==> config.mk <==
export PLATFORM = sky130hd
export DESIGN_NAME = alu_pipe
export DESIGN_NICKNAME = d
export VERILOG_FILES = /design/src/rtl/alu_pkg.sv /design/src/rtl/alu_core.sv /design/src/rtl/alu_pipe.sv
export SDC_FILE = /design/constraint.sdc
export NUM_CORES = 1
export LEC_CHECK = 0
export ABC_AREA = 0
export CAP_MARGIN = 20
export CORE_ASPECT_RATIO = 0.75
export CORE_UTILIZATION = 25
export CTS_CLUSTER_DIAMETER = 100
export DETAILED_ROUTE_END_ITERATION = 10
export PLACE_DENSITY = 0.38
export SLEW_MARGIN = 30
export SYNTH_ARGS = -nofsm -noshare
export SYNTH_HDL_FRONTEND = slang
export SYNTH_HIERARCHICAL = 1
export SYNTH_SLANG_ARGS = --single-unit
==> constraint.sdc <==
create_clock -name clk -period 3.4 [get_ports clk]
set_clock_uncertainty 0.2 [all_clocks]
set_input_delay 0.68 -clock clk [delete_from_list [all_inputs] [get_ports clk]]
set_output_delay 0.68 -clock clk [all_outputs]
set_load 0.02 [all_outputs]
==> src/rtl/alu_pkg.sv <==
// Shared opcode encoding and flag bit positions for the pipelined ALU.
// Flag support in alu_core/alu_pipe is enabled by defining ALU_PIPE_FLAGS_EN.
package alu_pkg;

   typedef enum logic [2:0] {
      OP_ADD = 3'b000,
      OP_SUB = 3'b001,
      OP_AND = 3'b010,
      OP_OR  = 3'b011,
      OP_XOR = 3'b100,
      OP_SLL = 3'b101,
      OP_SRL = 3'b110,
      OP_SLT = 3'b111
   } alu_op_t;

   localparam int FLAG_Z  = 0;
   localparam int FLAG_C  = 1;
   localparam int FLAG_V  = 2;
   localparam int FLAG_N  = 3;
   localparam int FLAGS_W = 4;

endpackage

==> src/rtl/alu_core.sv <==
// Combinational ALU datapath between the operand and result stages.
// Flag outputs exist only when ALU_PIPE_FLAGS_EN is defined.
module alu_core
   import alu_pkg::*;
#(
   parameter int WIDTH = 8
) (
   input  logic [WIDTH-1:0] a_i,
   input  logic [WIDTH-1:0] b_i,
   input  logic [2:0]       op_i,
   output logic [WIDTH-1:0] y_o
`ifdef ALU_PIPE_FLAGS_EN
   ,
   output logic [FLAGS_W-1:0] flags_o
`endif
);

   localparam int SHW = $clog2(WIDTH);

   logic [SHW-1:0] shamt;

   assign shamt = b_i[SHW-1:0];

   always_comb begin
      y_o = '0;
      case (alu_op_t'(op_i))
         OP_ADD:  y_o = a_i + b_i;
         OP_SUB:  y_o = a_i - b_i;
         OP_AND:  y_o = a_i & b_i;
         OP_OR:   y_o = a_i | b_i;
         OP_XOR:  y_o = a_i ^ b_i;
         OP_SLL:  y_o = a_i << shamt;
         OP_SRL:  y_o = a_i >> shamt;
         OP_SLT:  y_o = {{(WIDTH-1){1'b0}}, ($signed(a_i) < $signed(b_i))};
         default: y_o = '0;
      endcase
   end

`ifdef ALU_PIPE_FLAGS_EN
   logic carry;
   logic ovf;

   // Carry-out of an add shows up as the wrapped sum being below an operand.
   always_comb begin
      carry = 1'b0;
      ovf   = 1'b0;
      case (alu_op_t'(op_i))
         OP_ADD: begin
            carry = (y_o < a_i);
            ovf   = (a_i[WIDTH-1] == b_i[WIDTH-1]) && (y_o[WIDTH-1] != a_i[WIDTH-1]);
         end
         OP_SUB: begin
            carry = (a_i < b_i);
            ovf   = (a_i[WIDTH-1] != b_i[WIDTH-1]) && (y_o[WIDTH-1] != a_i[WIDTH-1]);
         end
         default: begin
            carry = 1'b0;
            ovf   = 1'b0;
         end
      endcase
      flags_o         = '0;
      flags_o[FLAG_N] = y_o[WIDTH-1];
      flags_o[FLAG_V] = ovf;
      flags_o[FLAG_C] = carry;
      flags_o[FLAG_Z] = (y_o == '0);
   end
`endif

endmodule

==> src/rtl/alu_pipe.sv <==
// Two-stage valid/ready ALU pipeline: S1 holds operands, S2 holds the result.
// Define ALU_PIPE_FLAGS_EN to add the FLAGS {N,V,C,Z} output and its registers.
module alu_pipe
   import alu_pkg::*;
#(
   parameter int WIDTH = 8
) (
   input  logic             clk,
   input  logic             rst_n,
   input  logic             in_valid,
   output logic             in_ready,
   input  logic [WIDTH-1:0] A,
   input  logic [WIDTH-1:0] B,
   input  logic [2:0]       OP,
   output logic             out_valid,
   input  logic             out_ready,
   output logic [WIDTH-1:0] Y
`ifdef ALU_PIPE_FLAGS_EN
   ,
   output logic [FLAGS_W-1:0] FLAGS
`endif
);

   logic             s1_valid_q, s1_valid_d;
   logic [WIDTH-1:0] a_q, a_d;
   logic [WIDTH-1:0] b_q, b_d;
   logic [2:0]       op_q, op_d;
   logic             out_valid_q, out_valid_d;
   logic [WIDTH-1:0] y_q, y_d;
   logic [WIDTH-1:0] core_y;
   logic             s2_adv;

   // S2 can take a new result when it is empty or being drained this cycle.
   assign s2_adv    = !out_valid_q || out_ready;
   assign in_ready  = !s1_valid_q || s2_adv;
   assign out_valid = out_valid_q;
   assign Y         = y_q;

`ifdef ALU_PIPE_FLAGS_EN
   logic [FLAGS_W-1:0] flags_q, flags_d;
   logic [FLAGS_W-1:0] core_flags;

   assign FLAGS = flags_q;
`endif

   alu_core #(.WIDTH(WIDTH)) u_core (
      .a_i     (a_q),
      .b_i     (b_q),
      .op_i    (op_q),
`ifdef ALU_PIPE_FLAGS_EN
      .flags_o (core_flags),
`endif
      .y_o     (core_y)
   );

   always_comb begin
      s1_valid_d  = s1_valid_q;
      a_d         = a_q;
      b_d         = b_q;
      op_d        = op_q;
      out_valid_d = out_valid_q;
      y_d         = y_q;
`ifdef ALU_PIPE_FLAGS_EN
      flags_d     = flags_q;
`endif
      if (in_ready) begin
         s1_valid_d = in_valid;
         if (in_valid) begin
            a_d  = A;
            b_d  = B;
            op_d = OP;
         end
      end
      if (s2_adv) begin
         out_valid_d = s1_valid_q;
         if (s1_valid_q) begin
            y_d     = core_y;
`ifdef ALU_PIPE_FLAGS_EN
            flags_d = core_flags;
`endif
         end
      end
   end

   always_ff @(posedge clk or negedge rst_n) begin
      if (!rst_n) begin
         s1_valid_q  <= 1'b0;
         a_q         <= '0;
         b_q         <= '0;
         op_q        <= '0;
         out_valid_q <= 1'b0;
         y_q         <= '0;
`ifdef ALU_PIPE_FLAGS_EN
         flags_q     <= '0;
`endif
      end else begin
         s1_valid_q  <= s1_valid_d;
         a_q         <= a_d;
         b_q         <= b_d;
         op_q        <= op_d;
         out_valid_q <= out_valid_d;
         y_q         <= y_d;
`ifdef ALU_PIPE_FLAGS_EN
         flags_q     <= flags_d;
`endif
      end
   end

endmodule

==> flow_metrics.py <==
metrics = {
    "clocking": {
        "numCtsBuffers": 5,
        "cts_resized": 0,
        "clk_path_buf_depth": 2,
        "insertion_delay_ps": 280,
        "path_clk_slew_ps": 50,
        "cts_hold_buf": 0,
        "root_buffer": "clkbuf_16",
        "htree_levels": 2,
        "cts_setup_buffers": 0,
        "cts_tree": "yes",
        "cts_sinks": 29,
    },
    "global_route": {
        "grt_antenna_before_repair": 0,
        "grt_pass1_wl_um": 12760,
        "grt_use_total_pct": 14.85,
        "grt_pass1_vias": 2275,
        "overflow": 0,
        "grt_max_degree": 30,
    },
    "timing": {
        "tightest_slew_ps": 795.7,
        "layout_setup_ws_ps": 596.3,
        "rsz0062_at_grt": "no",
        "setup_violations": 0,
        "tns_ps": 0,
        "slew_viol_final": 0,
        "min_period_ps": 2804,
        "finalCritPeriodShare_pct": 82.46,
        "slew-limit-headroom_pct": 46.95,
        "hold_ws_ps": 302.0,
        "fmax_mhz": 356.7,
        "hold_viol": 0,
    },
    "pwr": {
        "cellLeakagePower_nw": 1.493,
        "p_per_area_nw_per_um2": 568.6,
        "irDropWorstVdd_v": 0.0002142,
        "power_mw": 1.942,
    },
    "setup_path": {
        "cp.arrival_ps": 1920,
        "worstRegToRegCells": 10,
        "critPathMaxFanout": 3,
        "r2r-start": "b_q[2]$_DFFE_PN0P_",
        "cp-endpoint": "in_ready",
        "crit_path_end_kind": "primary output",
        "r2r_setup_slack_ps": 600,
        "start_kind": "primary input",
        "critical_path_required_ps": 2520,
        "crit_path_start": "out_ready",
        "r2r_end": "Y[7]$_DFFE_PN0P_",
        "critPathKind": "in2out",
    },
    "place": {
        "placed_cells": 453,
        "place_congestion": 0.8434,
        "portBuffers": 32,
        "placed_area_um2": 3272,
        "dp_slack_ps": 595.1,
        "hpwl_um": 6001,
    },
    "route": {
        "antenna_left": 0,
        "vias": 2284,
        "dr.first_iter.drc_count": 179,
        "drc_errors": 0,
        "post_drt_wl_per_cell_um": 17.00,
        "routed_wl_um": 7821,
        "drt-pass1-iter-count": 5,
        "vias_per_cell": 4.965,
    },
    "yosys": {
        "ys_seq_elements": 29,
        "synthCells": 288,
        "ys.flop_type": "dfrtp_1",
        "syn_area_um2": 2786,
        "ys_seq_area_share_pct": 26.04,
        "ys_warn_count": 6,
        "ys_types": 54,
        "synth_edf_count": 0,
        "syn_avg_cell_area_um2": 9.675,
        "synthArstFlopShare_pct": 100.0,
        "syn_nets": 338,
    },
    "floorplanning": {
        "dieArea_um2": 11580,
        "rows": 32,
        "core_area_um2": 10570,
        "start_util_pct": 26.36,
        "ioPinCount": 33,
        "fp.dieH_um": 93.43,
        "die-width_um": 123.9,
    },
    "run": {
        "cap_violations": 0,
    },
    "finish": {
        "drive_gt1_share_pct": 17.59,
        "fin_area_um2": 3415,
        "final-instance-count-excl-fill": 460,
        "area_growth_pct": 22.54,
        "post-route-util_pct": 32.30,
        "nets": 374,
        "antenna_cells": 0,
        "fillers": 1124,
    },
    "worst_hold_path": {
        "hold_path_class": "reg2reg",
    },
    "outcome": {
        "status": "completed",
    },
}
## cells by family after synthesis
family                     after synthesis  synth area share (%)
AOI/OAI and AO/OA                       65                 15.09
buffers and inverters                   39                 6.511
and+or+nand+nor                         79                 15.36
muxes                                   43                 22.45
xor gates and xnor gates                 6                 1.886
DFF                                     29                 26.04
adders and majority gates               27                 12.66
## sequential cells by signal (all words and copies together), names as in the netlist
name        cells
op_q            3
Y               8
s1_valid_q      1
out_valid       1
a_q             8
b_q             8
## cells in the mapped netlist, types with 2 or more instances
cell      instances  area share [%]
o31ai_1           2            0.54
nand2b_1          8             1.8
nor4_1            3            0.67
dfrtp_1          29              26
a221oi_1          3            0.94
mux4_2            6             4.8
o21ai_1           2            0.36
nand3_1           3            0.54
mux2_2           17             6.9
mux4_1            3             2.8
a211oi_1          3            0.81
nor3_1            9             1.6
a22oi_1           5             1.3
fa_1              2             1.4
ha_1             25              11
or3_1             3            0.67
nand3b_4          2             1.4
inv_1            24             3.2
nor2b_1           3            0.67
a31oi_1           5             1.1
o22ai_1           2            0.45
nor2_1           26             3.5
mux2i_1           7             2.5
mux2_4           10             5.4
o21ai_0          10             1.8
a21oi_1          21             3.8
xnor2_1           3            0.94
nand2_1          15             2.0
buf_2             6             1.1
clkbuf_1          5            0.67
xor2_1            3            0.94
## worst min path at each step
| stage | slack (ps) | to | cells after the start | start |
|---|---|---|---|---|
| finish | 300 | Y[4]$_DFFE_PN0P_ | 1 | Y[4]$_DFFE_PN0P_ |
| global route | 320 | Y[4]$_DFFE_PN0P_ | 1 | Y[4]$_DFFE_PN0P_ |
| global placement | 290 | Y[2]$_DFFE_PN0P_ | 1 | Y[2]$_DFFE_PN0P_ |
| CTS | 300 | Y[4]$_DFFE_PN0P_ | 1 | Y[4]$_DFFE_PN0P_ |
| floorplan | 180 | Y[0]$_DFFE_PN0P_ | 0 | rst_n |
| detailed placement | 290 | Y[4]$_DFFE_PN0P_ | 1 | Y[4]$_DFFE_PN0P_ |
## cells in the final DEF, fill, tap and decap left out, types with 2 or more instances in the layout
master / n
dfrtp_1: 29
mux2i_1: 7
a211oi_1: 3
a221oi_1: 3
or3_1: 3
clkdlybuf4s50_1: 32
a22oi_1: 5
nand3_1: 3
nand2b_1: 8
ha_1: 25
xnor2_1: 3
o21ai_0: 10
nand2_1: 15
mux2_2: 17
a31oi_1: 5
o22ai_1: 2
xor2_1: 3
mux4_1: 3
mux4_2: 6
fa_1: 2
inv_1: 24
nor2b_1: 3
a21oi_1: 21
buf_4: 11
nor4_1: 3
nand3b_4: 2
mux2_4: 10
o21ai_1: 2
clkbuf_16: 5
o31ai_1: 2
nor2_1: 26
nor3_1: 9
## layout make-up
class / count / area [um^2] / share of cell area (%)
Inverter: 25 / 93.84 / 2.748
Multi-Input combinational cell: 220 / 1879 / 55.04
Tap cell: 136 / 170.2 / 4.984
Clock buffer: 7 / 142.6 / 4.177
Timing Repair Buffer: 43 / 402.9 / 11.80
Sequential cell: 29 / 725.7 / 21.25
## critical path, cell delays in order
cell and delay [ps]:
clkdlybuf4s50_1 460, nand3b_4 160, clkdlybuf4s50_1 610
## routing by layer
layer / wire [um] / share of wire (%) / vias to the layer above / track usage [%]
li1: - / - / 1115 / -
met1: 4175 / 53 / 1102 / 23.03
met2: 3094 / 40 / 60 / 19.72
met3: 475 / 6.1 / 7 / 3.659
met4: 76 / 0.97 / 0 / 3.968
met5: 0 / 0 / - / 0
## where the power goes
part	switching (mW)	total (mW)	internal (mW)
combinational	0.501	0.965	0.465
clock	0.163	0.451	0.287
sequential	0.0988	0.525	0.427
total	0.763	1.94	1.18
(Power assumes the default switching activity.)
